<file path="src/rtl/db_pkg.sv">
// rtl/db_pkg.sv - shared sizing constants and types for the endpoint data buffer
package db_pkg;

    localparam int DEPTH  = 64;
    localparam int DATA_W = 8;
    localparam int PTR_W  = $clog2(DEPTH) + 1;

    typedef logic [PTR_W-1:0]  db_ptr_t;
    typedef logic [DATA_W-1:0] db_byte_t;

endpackage

</file>
<file path="src/rtl/db_occ_counter.sv">
// rtl/db_occ_counter.sv - up/down occupancy counter, sync clear, saturating at 0 and DEPTH
module db_occ_counter
    import db_pkg::*;
(
    input  logic    clk,
    input  logic    n_rst,
    input  logic    clr_i,
    input  logic    inc_i,
    input  logic    dec_i,
    output db_ptr_t occ_o
);

    localparam db_ptr_t OCC_MAX = PTR_W'(DEPTH);

    db_ptr_t occ_q;
    db_ptr_t occ_d;
    logic    inc_ok;
    logic    dec_ok;

    assign inc_ok = inc_i && (occ_q != OCC_MAX);
    assign dec_ok = dec_i && (occ_q != '0);

    always_comb begin
        occ_d = occ_q;
        if (clr_i) begin
            occ_d = '0;
        end else begin
            // Simultaneous increment and decrement cancel out.
            case ({inc_ok, dec_ok})
                2'b10:   occ_d = occ_q + PTR_W'(1);
                2'b01:   occ_d = occ_q - PTR_W'(1);
                default: occ_d = occ_q;
            endcase
        end
    end

    always_ff @(posedge clk or negedge n_rst) begin
        if (!n_rst) begin
            occ_q <= '0;
        end else begin
            occ_q <= occ_d;
        end
    end

    assign occ_o = occ_q;

endmodule

</file>
<file path="src/rtl/db_write_store.sv">
// rtl/db_write_store.sv - endpoint buffer write side, storage array and occupancy tracking
// Optional sticky error flags enabled by defining DB_ERR_FLAGS_EN.
module db_write_store
    import db_pkg::*;
(
    input  logic     clk,
    input  logic     n_rst,
    input  logic     store_tx_data,
    input  db_byte_t tx_data,
    input  logic     store_rx_packet_data,
    input  db_byte_t rx_packet_data,
    input  logic     clear,
    input  logic     flush,
    input  logic     read_en,
    input  db_ptr_t  read_ptr,
    output db_ptr_t  buffer_occupancy,
    output db_ptr_t  write_ptr,
    output db_byte_t rd_data,
    output logic     buf_full,
    output logic     buf_empty,
    output logic     overflow_err,
    output logic     wr_conflict_err
);

    db_byte_t mem_q [DEPTH];
    db_ptr_t  write_ptr_q;
    db_ptr_t  write_ptr_d;
    db_ptr_t  occ;
    db_byte_t wr_byte;
    logic     reset_buf;
    logic     store_any;
    logic     full;
    logic     wr_accept;
    logic     unused_read_ptr_msb;

    assign reset_buf = clear | flush;
    assign store_any = store_tx_data | store_rx_packet_data;
    assign full      = (occ == PTR_W'(DEPTH));
    assign wr_accept = store_any && !full && !reset_buf;
    // RX decoder traffic cannot be stalled, so it owns the write port on a collision.
    assign wr_byte   = store_rx_packet_data ? rx_packet_data : tx_data;

    always_comb begin
        write_ptr_d = write_ptr_q;
        if (reset_buf) begin
            write_ptr_d = '0;
        end else if (wr_accept) begin
            write_ptr_d = write_ptr_q + PTR_W'(1);
        end
    end

    always_ff @(posedge clk or negedge n_rst) begin
        if (!n_rst) begin
            write_ptr_q <= '0;
        end else begin
            write_ptr_q <= write_ptr_d;
        end
    end

    always_ff @(posedge clk) begin
        if (wr_accept) begin
            mem_q[write_ptr_q[PTR_W-2:0]] <= wr_byte;
        end
    end

    db_occ_counter u_occ (
        .clk   (clk),
        .n_rst (n_rst),
        .clr_i (reset_buf),
        .inc_i (wr_accept),
        .dec_i (read_en && !reset_buf),
        .occ_o (occ)
    );

`ifdef DB_ERR_FLAGS_EN
    logic overflow_q;
    logic overflow_d;
    logic conflict_q;
    logic conflict_d;

    always_comb begin
        overflow_d = overflow_q;
        conflict_d = conflict_q;
        if (reset_buf) begin
            overflow_d = 1'b0;
            conflict_d = 1'b0;
        end else begin
            if (store_any && full) begin
                overflow_d = 1'b1;
            end
            if (store_tx_data && store_rx_packet_data) begin
                conflict_d = 1'b1;
            end
        end
    end

    always_ff @(posedge clk or negedge n_rst) begin
        if (!n_rst) begin
            overflow_q <= 1'b0;
            conflict_q <= 1'b0;
        end else begin
            overflow_q <= overflow_d;
            conflict_q <= conflict_d;
        end
    end

    assign overflow_err    = overflow_q;
    assign wr_conflict_err = conflict_q;
`else
    assign overflow_err    = 1'b0;
    assign wr_conflict_err = 1'b0;
`endif

    assign unused_read_ptr_msb = read_ptr[PTR_W-1];
    assign rd_data             = mem_q[read_ptr[PTR_W-2:0]];
    assign write_ptr           = write_ptr_q;
    assign buffer_occupancy    = occ;
    assign buf_full            = full;
    assign buf_empty           = (occ == '0);

endmodule
</file>
<file path="config.mk">
export PLATFORM = sky130hd
export DESIGN_NAME = db_write_store
export DESIGN_NICKNAME = d
export VERILOG_FILES = /design/src/rtl/db_pkg.sv /design/src/rtl/db_occ_counter.sv /design/src/rtl/db_write_store.sv
export SDC_FILE = /design/constraint.sdc
export NUM_CORES = 1
export LEC_CHECK = 0
export BUFFER_PORTS_ARGS = -buffer_cell sky130_fd_sc_hd__buf_2
export CORE_UTILIZATION = 45
export CTS_CLUSTER_SIZE = 28
export DETAILED_ROUTE_END_ITERATION = 16
export GPL_ROUTABILITY_DRIVEN = 0
export PLACE_DENSITY = 0.6
export SETUP_SLACK_MARGIN = 0.02
export SYNTH_ARGS = -nofsm -noshare
export SYNTH_HDL_FRONTEND = slang
export SYNTH_SLANG_ARGS = --single-unit
</file>
<file path="constraint.sdc">
create_clock -name clk -period 6.2 [get_ports clk]
set_input_delay 0.93 -clock clk [delete_from_list [all_inputs] [get_ports clk]]
set_output_delay 0.93 -clock clk [all_outputs]
set_load 0.02 [all_outputs]
</file>
Yosys cells after proc, flatten, opt, wreduce, memory -nomap -nowiden --
Memory sizes are Yosys's and may differ from the RTL's. Index checks and enable logic that the tools add are counted.
Storage, ports and cells: output and inout port bits 26, word-level logic and storage cells 30, memory bits (writable) 512, register bits after elaboration 14, memories 1
Memories:
- mem_q | depth 64, bits a word 8, read ports 1, clocked after memory_dff 0, write ports 1, line db_write_store.sv:25 | db_byte_t mem_q [DEPTH];
Operators by class: bitwise gates (word level) 2, reduce and logical (&&, ||, !) cells 11, $add $sub $neg 3, eq/ne operators 4, muxes and demuxes 7
Operators by type and width (count):
- 2-to-1 mux 7 bit | 3
- adder 7 x 1 -> 7 bit, second input constant | 2
- case mux 7 bit (2 select lines) | 1
- 2-to-1 mux 8 bit | 1
- equality test 7 bit, second input constant | 1
- logical NOT 7 bit | 1
- != test 7 bit, second input constant | 1
- nonzero test 7 bit | 1
- subtractor 7 x 1 -> 7 bit, second input constant | 1
- logical AND 1 bit | 5
- nonzero test 3 bit | 1
- equality test 2 x 1 -> 1 bit, second input constant | 1
- equality test 2 bit, second input constant | 1
- logical NOT 1 bit | 2
- 2-to-1 mux 1 bit | 2
- bitwise OR 1 bit | 2
- nonzero test 2 bit | 1

Longest topological paths before layout --
depth after elaboration 8, gate-level depth with buffers 12, mapped depth without buffers 12

Cells and area by module --
From an unflattened synthesis, not the netlist that was laid out.
Unflattened totals: cell total of the unflattened synthesis 1081, area, all modules 21237.9 µm²
Modules (own cells, without submodules):
- db_write_store | cells an instance 1024, sequential area each 15549.9 µm², area an instance 20651.1 µm², times used 1
- db_occ_counter | cells an instance 57, sequential area each 175.2 µm², area an instance 586.8 µm², times used 1

Worst setup path after synthesis --
OpenSTA, ideal clock, no wires.
path type input-to-output, from input read_ptr[0], to output rd_data[1], slack 2.940 ns, arrival time 2.330 ns, path buffers 2, stages 6, path through buf_6 buf_6 mux4_2 mux2_2 o2111ai_1 o21ai_1
On the way: longest elaborated chain between the ends 1
RTL lines:
- from (decl) | line db_write_store.sv:15 | input db_ptr_t read_ptr,
- memory (64 x 8 bit)
- to (decl) | line db_write_store.sv:18 | output db_byte_t rd_data,
Every way passes these cells.

Worst setup path in the final report --
Ends and elaborated chain as after synthesis.

==> metrics.txt <==
Worst Tran Pin Value=908 ps; Initial Util=45.9%; Reg2Reg Depth=12; dpl cells=1637; CTS Sinks=526; reg-to-reg endpoint=u_occ.occ_o[6]; flops & latches, synth=526; Yosys top cell area share=73.4%; sequential share of the synthesized area=75.0%; Peak Freq=227 MHz; Synth area leaders=edfxtp_1 73%, mux4_2 14%, mux2i_1 2.1%, dfrtp_1 1.7%, nor2_1 1.5%; Power Density=319 nW/um^2; min-delay worst type=in -> async; Die Y=218 microns; Slew headroom=39.2%; Synth area leader=edfxtp_1; Async SR Flop Fraction=2.66%; crit end category=output port; nets=1129; Synth Flop Type=edfxtp_1; CTS resizes=0; clk_lat worst skew=590 ps; Arrival @ worst endpoint=3470 ps; fin crit share=70.9%; CTS Hold Bufs=0; first-pass GRT wire length=67700 microns; Final Setup Violations=0; CTS tree=built; RSZ-0062 raised after global routing=false; Die ar.=47400 sq um; post-CTS setup buffer count=0; routed vias=9963; Synth-to-Final Area Change=12.5%; Port Buffer Count=52; most common cell in the netlist=edfxtp_1; Req. time, crit path=5270 ps; Mapped Cells=1018; status=finished clean; DR pass1 iterations=7; reg2reg start=u_occ.occ_o[4]; Leak=0.00760 uW; drt total wl=45800 microns; IO Count=56; die width=218 microns; Root Buffer=clkbuf_16; Core ar.=45700 sq um; initial antenna violation count=1; Post-synth top cells=512 x edfxtp_1, 129 x mux4_2, 86 x nor2_1; Max-Cap Viols=0; Final min period=4400 ps; initial drt markers=935; CP Launch Type=input pin; H-tree Lvls=2; clock-pin transition on the worst setup and hold timing paths=60 ps; DR WL/cell=26.4 microns; final non-filler cell area=23600 sq um; Layout Cells excl Fill=1737; Post-DRT Antenna Nets=0; ant diodes=0; all-layer global routing usage=20.0%; clk_skew=12.1 ps; Final Slew Violations=0; Yosys warning count=0; grt ovf=0; Post-synth EDFFs=512; DR DRC count=0; Peak VDD IR=0.000184 V; Mapped Avg Cell Area=20.6 sq um; mapped cell area=21000 sq um; drt via density=5.74; Setup CP Type=in -> out; layout cell share with drive strength beyond 1=26.5%; Cell variety after synth=48; vias in the first global route=10300; # rows=78; dpl cell area=21900 sq um; hpwl dp=26800 microns; Clock Tree Buf Depth=3; Overall Power=7520 uW; R2R Setup Slk=2850 ps; CTS buffer count=53; Final Hold Viols=0; crit-path max FO=50; pin count of the biggest net entering global routing=65; TNS Setup=0 ps
==> worst max-delay path, stage by stage <==
cell and delay, ps:
clkbuf_8 520, buf_12 330, mux4_2 520, mux2i_1 310
a22oi_1 210, o2111ai_1 170, o21ai_1 180, buf_2 210
==> worst max path at each step <==
| stage | start | slack [ps] | cells past startpoint | to |
|---|---|---|---|---|
| after global placement | read_ptr[0] | 1760 | 9 | rd_data[2] |
| after detailed placement | read_ptr[0] | 1760 | 9 | rd_data[2] |
| after CTS | read_ptr[0] | 1760 | 9 | rd_data[2] |
| after floorplan | read_ptr[0] | 2940 | 6 | rd_data[1] |
| after global routing | read_ptr[0] | 1650 | 8 | rd_data[6] |
| final | read_ptr[0] | 1800 | 8 | rd_data[1] |
==> final cells by class <==
type,instances,area [sq um]
multi-input cells,432,4900
clock buffers,64,1410
well taps,600,751
flip-flops and latches,526,15700
clock inverters,36,319
fillers,3642,22100
repair buffers,72,462
inverters,7,26.3
==> registers in the layout (all words and copies together), names as in the netlist <==
name	flops
write_ptr	7
u_occ.occ_o	7
mem_q	512
==> kinds of logic after synthesis <==
family	after synthesis	synth area share (%)
flops	526	75.0
fa+ha+maj	7	0.454
buf+inv	61	1.63
simple gates	154	3.22
xor+xnor	8	0.334
compound gates	69	2.33
mux	192	17.0
other cells	1	0.0179
==> cell usage in the layout (no fill, tap or decap), types with 9 or more instances in the layout <==
cell	Yosys	routed
edfxtp_1	512	512
mux2_2	19	19
nor2_1	86	86
clkbuf_1	11	9
dfrtp_1	14	14
clkinv_1	0	18
a21oi_1	9	9
a22oi_1	11	11
o21ai_0	11	11
clkinv_2	0	9
nand3_1	9	9
nand2_1	32	32
buf_4	13	19
mux4_2	129	129
buf_2	15	49
mux2i_1	44	44
clkbuf_16	0	55
==> per-stage QoR <==
step	hold WS (ps)	util, %	worst slack, ps
2_1_floorplan	634	-	2940
3_3_place_gp	543	47.9	1760
3_5_place_dp	558	47.9	1760
4_1_cts	218	51.6	1760
5_1_grt	241	51.6	1650
6_report	238	51.6	1800
==> layer usage <==
layer / GRT usage, % / wire [microns] / share of wire, % / up-vias
met1: 28.2 / 19900 / 43 / 5239
met3: 3.95 / 2860 / 6.2 / 59
met5: 0 / 13 / 0.028 / -
met4: 6.29 / 1010 / 2.2 / 2
li1: - / - / - / 4354
met2: 31.5 / 22100 / 48 / 309
==> power breakdown <==
group / total [uW] / switching (uW) / leakage, uW / internal [uW]
logic: 398 / 259 / 0.00195 / 140
clock network: 3180 / 1320 / 0.000850 / 1860
registers: 3940 / 4.32 / 0.00480 / 3930
total: 7520 / 1580 / 0.00760 / 5940
Note: power is estimated with default switching activity, not from simulation.
